==> config.mk <==
export PLATFORM = sky130hd
export DESIGN_NAME = demux_1to4_stream_flat
export DESIGN_NICKNAME = d
export VERILOG_FILES = /design/src/rtl/demux_1to4_stream_if.sv /design/src/rtl/demux_1to4_stream.sv /design/src/flat_wrapper.sv
export SDC_FILE = /design/constraint.sdc
export NUM_CORES = 1
export LEC_CHECK = 0
export CAP_MARGIN = 10
export CORE_ASPECT_RATIO = 1.2
export CORE_MARGIN = 2
export CORE_UTILIZATION = 46
export CTS_CLUSTER_SIZE = 16
export DETAILED_ROUTE_END_ITERATION = 8
export HOLD_SLACK_MARGIN = 0.03
export PLACE_DENSITY = 0.79
export SYNTH_ARGS = -nofsm -noshare
export SYNTH_HDL_FRONTEND = slang
export SYNTH_SLANG_ARGS = --single-unit
==> constraint.sdc <==
create_clock -name clk -period 2.45 [get_ports clk]
set_input_delay 0.735 -clock clk [delete_from_list [all_inputs] [get_ports clk]]
set_output_delay 0.735 -clock clk [all_outputs]
set_load 0.01 [all_outputs]
==> src/rtl/demux_1to4_stream_if.sv <==
// rtl/demux_1to4_stream_if.sv - shared input stream and four lane output streams of the 1:4 demux
interface demux_1to4_stream_if #(
    parameter int DATA_W = 8,
    parameter int CNT_W  = 8
);
    logic                  in_valid;
    logic                  in_ready;
    logic [DATA_W-1:0]     in_data;
    logic [1:0]            in_sel;
    logic [3:0]            out_valid;
    logic [3:0]            out_ready;
    logic [4*DATA_W-1:0]   out_data;
    logic [4*CNT_W-1:0]    out_count;

    modport master (
        output in_valid, in_data, in_sel, out_ready,
        input  in_ready, out_valid, out_data, out_count
    );

    modport slave (
        input  in_valid, in_data, in_sel, out_ready,
        output in_ready, out_valid, out_data, out_count
    );
endinterface

==> src/rtl/demux_1to4_stream.sv <==
// rtl/demux_1to4_stream.sv - registered 1:4 stream demux with one-entry lane slots
// and per-lane delivered-beat counters.
module demux_1to4_stream #(
    parameter int DATA_W = 8,
    parameter int CNT_W  = 8
) (
    input  logic                 clk,
    input  logic                 rst_n,
    input  logic                 flush,
    demux_1to4_stream_if.slave   bus
);
    logic [3:0]              valid_q, valid_d;
    logic [3:0][DATA_W-1:0]  data_q, data_d;
    logic [3:0][CNT_W-1:0]   cnt_q, cnt_d;
    logic [3:0]              pop;
    logic                    in_ready;
    logic                    push;

    always_comb begin
        pop      = valid_q & bus.out_ready;
        // Only the selected lane can stall the input; a popping lane frees its slot this cycle.
        in_ready = ~flush & (~valid_q[bus.in_sel] | bus.out_ready[bus.in_sel]);
        push     = bus.in_valid & in_ready;
        valid_d  = valid_q;
        data_d   = data_q;
        cnt_d    = cnt_q;
        for (int i = 0; i < 4; i++) begin
            if (pop[i]) begin
                valid_d[i] = 1'b0;
                cnt_d[i]   = cnt_q[i] + CNT_W'(1);
            end
            if (push && (bus.in_sel == 2'(i))) begin
                valid_d[i] = 1'b1;
                data_d[i]  = bus.in_data;
            end
            if (flush) begin
                valid_d[i] = 1'b0;
            end
        end
    end

    always_ff @(posedge clk or negedge rst_n) begin
        if (!rst_n) begin
            valid_q <= '0;
            data_q  <= '0;
            cnt_q   <= '0;
        end else begin
            valid_q <= valid_d;
            data_q  <= data_d;
            cnt_q   <= cnt_d;
        end
    end

    assign bus.in_ready  = in_ready;
    assign bus.out_valid = valid_q;
    assign bus.out_data  = data_q;
    assign bus.out_count = cnt_q;
endmodule

==> src/flat_wrapper.sv <==
// flat-port wrapper written by rule: the top's interface ports become plain ports
module demux_1to4_stream_flat 
#(
    parameter int DATA_W = 8,
    parameter int CNT_W  = 8
)
  (clk, rst_n, flush, bus_in_valid, bus_in_data, bus_in_sel, bus_out_ready, bus_in_ready, bus_out_valid, bus_out_data, bus_out_count);
  demux_1to4_stream_if #(.DATA_W(DATA_W), .CNT_W(CNT_W)) bus_i ();
  input  logic clk;
  input  logic rst_n;
  input  logic flush;
  input wire logic [$bits(bus_i.in_valid)-1:0] bus_in_valid;
  input wire logic [$bits(bus_i.in_data)-1:0] bus_in_data;
  input wire logic [$bits(bus_i.in_sel)-1:0] bus_in_sel;
  input wire logic [$bits(bus_i.out_ready)-1:0] bus_out_ready;
  output wire logic [$bits(bus_i.in_ready)-1:0] bus_in_ready;
  output wire logic [$bits(bus_i.out_valid)-1:0] bus_out_valid;
  output wire logic [$bits(bus_i.out_data)-1:0] bus_out_data;
  output wire logic [$bits(bus_i.out_count)-1:0] bus_out_count;
  assign bus_i.in_valid = bus_in_valid;
  assign bus_i.in_data = bus_in_data;
  assign bus_i.in_sel = bus_in_sel;
  assign bus_i.out_ready = bus_out_ready;
  assign bus_in_ready = bus_i.in_ready;
  assign bus_out_valid = bus_i.out_valid;
  assign bus_out_data = bus_i.out_data;
  assign bus_out_count = bus_i.out_count;
  demux_1to4_stream #(.DATA_W(DATA_W), .CNT_W(CNT_W)) u_core (.clk(clk), .rst_n(rst_n), .flush(flush), .bus(bus_i));
endmodule
==> impl_summary.md <==
Outcome
The run finished with clean final reports.

Power
The sequential fraction of design power is 45.6%. The clock group share of total power is 26.8%. For this design the ratio of total power to cell area is 810 nW/um2.

The highest ir drop seen on vdd is 0.000460 V. The fraction of power spent switching nets is about 28%. The total leakage power is 1.79 nW. Combinational cells account for 27.6% of the total power.

The total power is 3.31 mW. The cell-internal power is 2.38 mW. The net load switching power is 0.938 mW.

Final layout
Measured on the finished design, the core utilization comes to 68.1%. Of the cells placed in the final design, the portion with a size suffix greater than 1 is around a quarter. In the final design database the tool counted 332 nets.

From synthesis to final layout, the design area changed by 44.4%. Once layout is done, the placed cells without fillers occupy 4090 um2. The antenna diode instance count is 0. The total of fill cells in the finished design is 435. The finished layout holds 396 standard cells, fillers aside.

Setup path
The maximum net fanout on the critical path is 5. The required time of the critical path is 1.71 ns. The worst setup path is of the in2out kind. The worst endpoint data arrival time is 1.67 ns. The category of the worst setup path capture point is a primary output. The element type at the critical path start is an input port.

STA
Based on the critical path, the design can be clocked at up to 0.417 GHz. Setup repair after global routing left no endpoint under its margin. In this run the tightest slew margin relative to its limit is 76.7%. The transition time of the tightest slew-check pin is 0.349 ns. The total of endpoints with negative setup slack in the final report is 0. The worst path needs 2.40 ns of the cycle, external delays included. Across all hold checks on the routed design, the worst slack comes to 0.409 ns. Between clock sinks in the finished design, the worst skew comes to 0.00965 ns. The number of hold violations in the final report is 0. The max-slew violation count is 0. The share of the cycle needed by the critical path after routing is 98.0%.

Place
The instance area at placement is 3890 um2. The count of input and output buffers is 86. Detailed placement ended at an HPWL of 4.25 mm. In this run, placement finished with an instance count of 381.

The congestion estimate from routability-driven global placement came to 0.799.

Hold path
The class of the worst hold path is in2async.

Floorplan
The floorplan step defined a die boundary enclosing 6810 um2. The core outline area is approximately 6000 um2. The total I/O pin count is 87. The die outline width is between 70 and 80 um. The die is 90 um tall. Once the floorplan was initialized, standard cells occupied 47.2% of the core.

The number of cell rows is 31.

Yosys
The most area-hungry cell type in the Yosys netlist is dfrtp_1. Yosys attributes the largest share of cell area to dfrtp_1 60%, mux2_2 11%, xnor2_1 6.8%, mux2_4 4.2%, nand4_1 2.0%. The post-synthesis sequential area ratio is 60.0%. Counting flops and latches in the post-synthesis netlist gives 68. When the netlist entered floorplanning its net count stood at between 200 and 250. The average cell area after synthesis is about 14 um2. Summed over its instances, the top area cell type makes up 60.0% of the synthesized netlist area. The count of different cell masters after synthesis is 31. The post-synth design cell area is between 2000 and 3000 um2. The count of yosys warnings during synthesis is 0. The synthesized netlist cell count is 203.

Flow run
The tool flagged a number of max-cap violations equal to 0.

GRT
The initial antenna violation count is 0. The global-route congestion overflow total is 0. The wire length of the first global-routing pass is 9.93 mm. The number of global-route vias before repair came to 2051. The overall global routing resource usage is 19.3%. Entering global routing, the biggest net connects 69 pins.

Clocking
The clock net in this run drives a total of 68 sinks. The post-CTS repair timing setup buffer count is 0. The post-cts hold buffer count is 0.

The CTS buffer count is 9. Clock-pin slew was measured on the worst setup and hold paths at 0.07 ns. The root buffer cell chosen for the clock tree is clkbuf_8. The TritonCTS clock tree is done. The number of H-tree levels is 3. The clock reaches the later pin of the worst-skew pair after 0.34 ns. The clock tree buffer depth is 2.

Detailed routing
The via count normalized by instance count is 4.92. The routed length per placed instance is 15.1 um. The routed design has 5.99 mm of wire. The count of nets left with antenna violations once routing finished came out at 0. The first-pass iteration count of the detailed router is 6. After the first detailed-routing iteration, the DRC count stood at 60. The detailed router placed 1949 vias in this run.

The post-detailed-route DRC marker count is 0.
critical path, stage by stage:
cell             delay (ns)
clkdlybuf4s15_2        0.22
nor2_1                 0.07
a311o_2                0.39
a21oi_2                0.10
buf_2                  0.15
synth_stat cells:
| cell | number |
|---|---|
| dfrtp_1 | 68 |
| mux2_2 | 28 |
| xnor2_1 | 22 |
| nand2_1 | 11 |
| nand4_1 | 9 |
| mux2_4 | 8 |
| nor2_1 | 8 |
| xor2_1 | 6 |
| inv_1 | 5 |
| nand3_1 | 5 |
| ha_1 | 4 |
| nand2b_1 | 4 |
| o21ai_0 | 3 |
| and3_1 | 2 |
| and4_1 | 2 |
| buf_2 | 2 |
| or3b_1 | 2 |
| a21oi_1 | 1 |
| a311o_2 | 1 |
| and2_1 | 1 |
| and4b_1 | 1 |
| buf_6 | 1 |
| mux2i_1 | 1 |
| nand3_2 | 1 |
| nand4_2 | 1 |
| nand4b_2 | 1 |
| nor2b_4 | 1 |
| nor3_1 | 1 |
| nor4_1 | 1 |
| nor4bb_1 | 1 |
| o21bai_1 | 1 |
power by group through the flow:
| stage | clock network (mW) | registers, mW | logic, mW |
|---|---|---|---|
| 5_1_grt | 0.967 | 1.54 | 0.989 |
| 3_3_place_gp | 0 | 1.52 | 0.904 |
| 6_report | 0.888 | 1.51 | 0.914 |
| 2_1_floorplan | 0 | 1.60 | 0.267 |
| 3_5_place_dp | 0 | 1.53 | 0.929 |
| 4_1_cts | 0.909 | 1.51 | 0.932 |
sequential cells by signal, summed over array words and instances (netlist names):
signal	cells
u_core.bus.out_data	32
u_core.bus.out_count	32
u_core.bus.out_valid	4
cells in the final DEF, fill, tap and decap left out, types with 2 or more instances in the layout:
master / n
clkdlybuf4s50_1: 77
dfrtp_1: 68
mux2_2: 28
xnor2_1: 22
nand2_1: 11
buf_4: 11
nand4_1: 9
clkbuf_8: 9
nor2_1: 8
mux2_4: 8
xor2_1: 6
inv_1: 5
nand3_1: 5
dlygate4sd2_1: 5
ha_1: 4
o21ai_0: 3
clkinvlp_4: 3
nand2b_4: 2
and4_1: 2
and3_1: 2
nand2b_1: 2
or3b_1: 2
buf_2: 2
buf_12: 2
metal layers:
metal | vias to the layer above | GRT usage, % | routed length, um
met4 | 0 | 5.85 | 40
li1 | 920 | - | -
met5 | - | 0 | 0
met3 | 4 | 11.0 | 587
met1 | 960 | 24.1 | 2460
met2 | 65 | 28.4 | 2900
per-stage QoR:
step | setup WS [ns] | TNS (ns)
after global routing | 0.00706 | 0
after floorplan | 0.160 | 0
final | 0.0496 | 0
after CTS | 0.0133 | 0
after detailed placement | -0.722 | -0.722
after global placement | -0.690 | -0.690
worst paths after layout:
path | from | end | slack [ns] | cells after the start
min in group clk | u_core.bus.out_count[15] | u_core.bus.out_count[15] | 0.47 | 1
setup / recovery | bus_in_sel[0] | bus_in_ready | 0.05 | 5
hold / removal | rst_n | u_core.bus.out_data[19] | 0.41 | 2
setup reg to reg | u_core.bus.out_valid[1] | u_core.bus.out_data[14] | 1.00 | 5
hold reg to reg | u_core.bus.out_count[15] | u_core.bus.out_count[15] | 0.47 | 1
max in group asynchronous | rst_n | u_core.bus.out_count[14] | 1.76 | 2
area by class of cell:
class | count | area [um2] | share of cell area, %
clock buffers | 9 | 124 | 3.03
clock inverters | 6 | 66.3 | 1.62
inverters | 5 | 18.8 | 0.458
multi-input cells | 127 | 1110 | 27.2
flip-flops and latches | 68 | 1700 | 41.6
well taps | 82 | 103 | 2.51
repair buffers | 99 | 968 | 23.7
cell families (layout without fill, tap and decap cells):
logic type      count (synthesis)  in the layout  share of synthesized area (%)
simple gates                   52             52                           11.1
flops                          68             68                           60.0
buf+inv                         8            119                           1.41
xor+xnor                       28             28                           8.65
compound gates                  6              6                           1.37
fa+ha+maj                       4              4                           1.77
mux                            37             37                           15.7
timing repair:
| item | CTS | global route |
|---|---|---|
| endpoints found under the setup margin | 1 | 1 |
| resized for setup | 16 | 1 |
| pin swaps | 1 | 0 |
(Power assumes the default switching activity.)
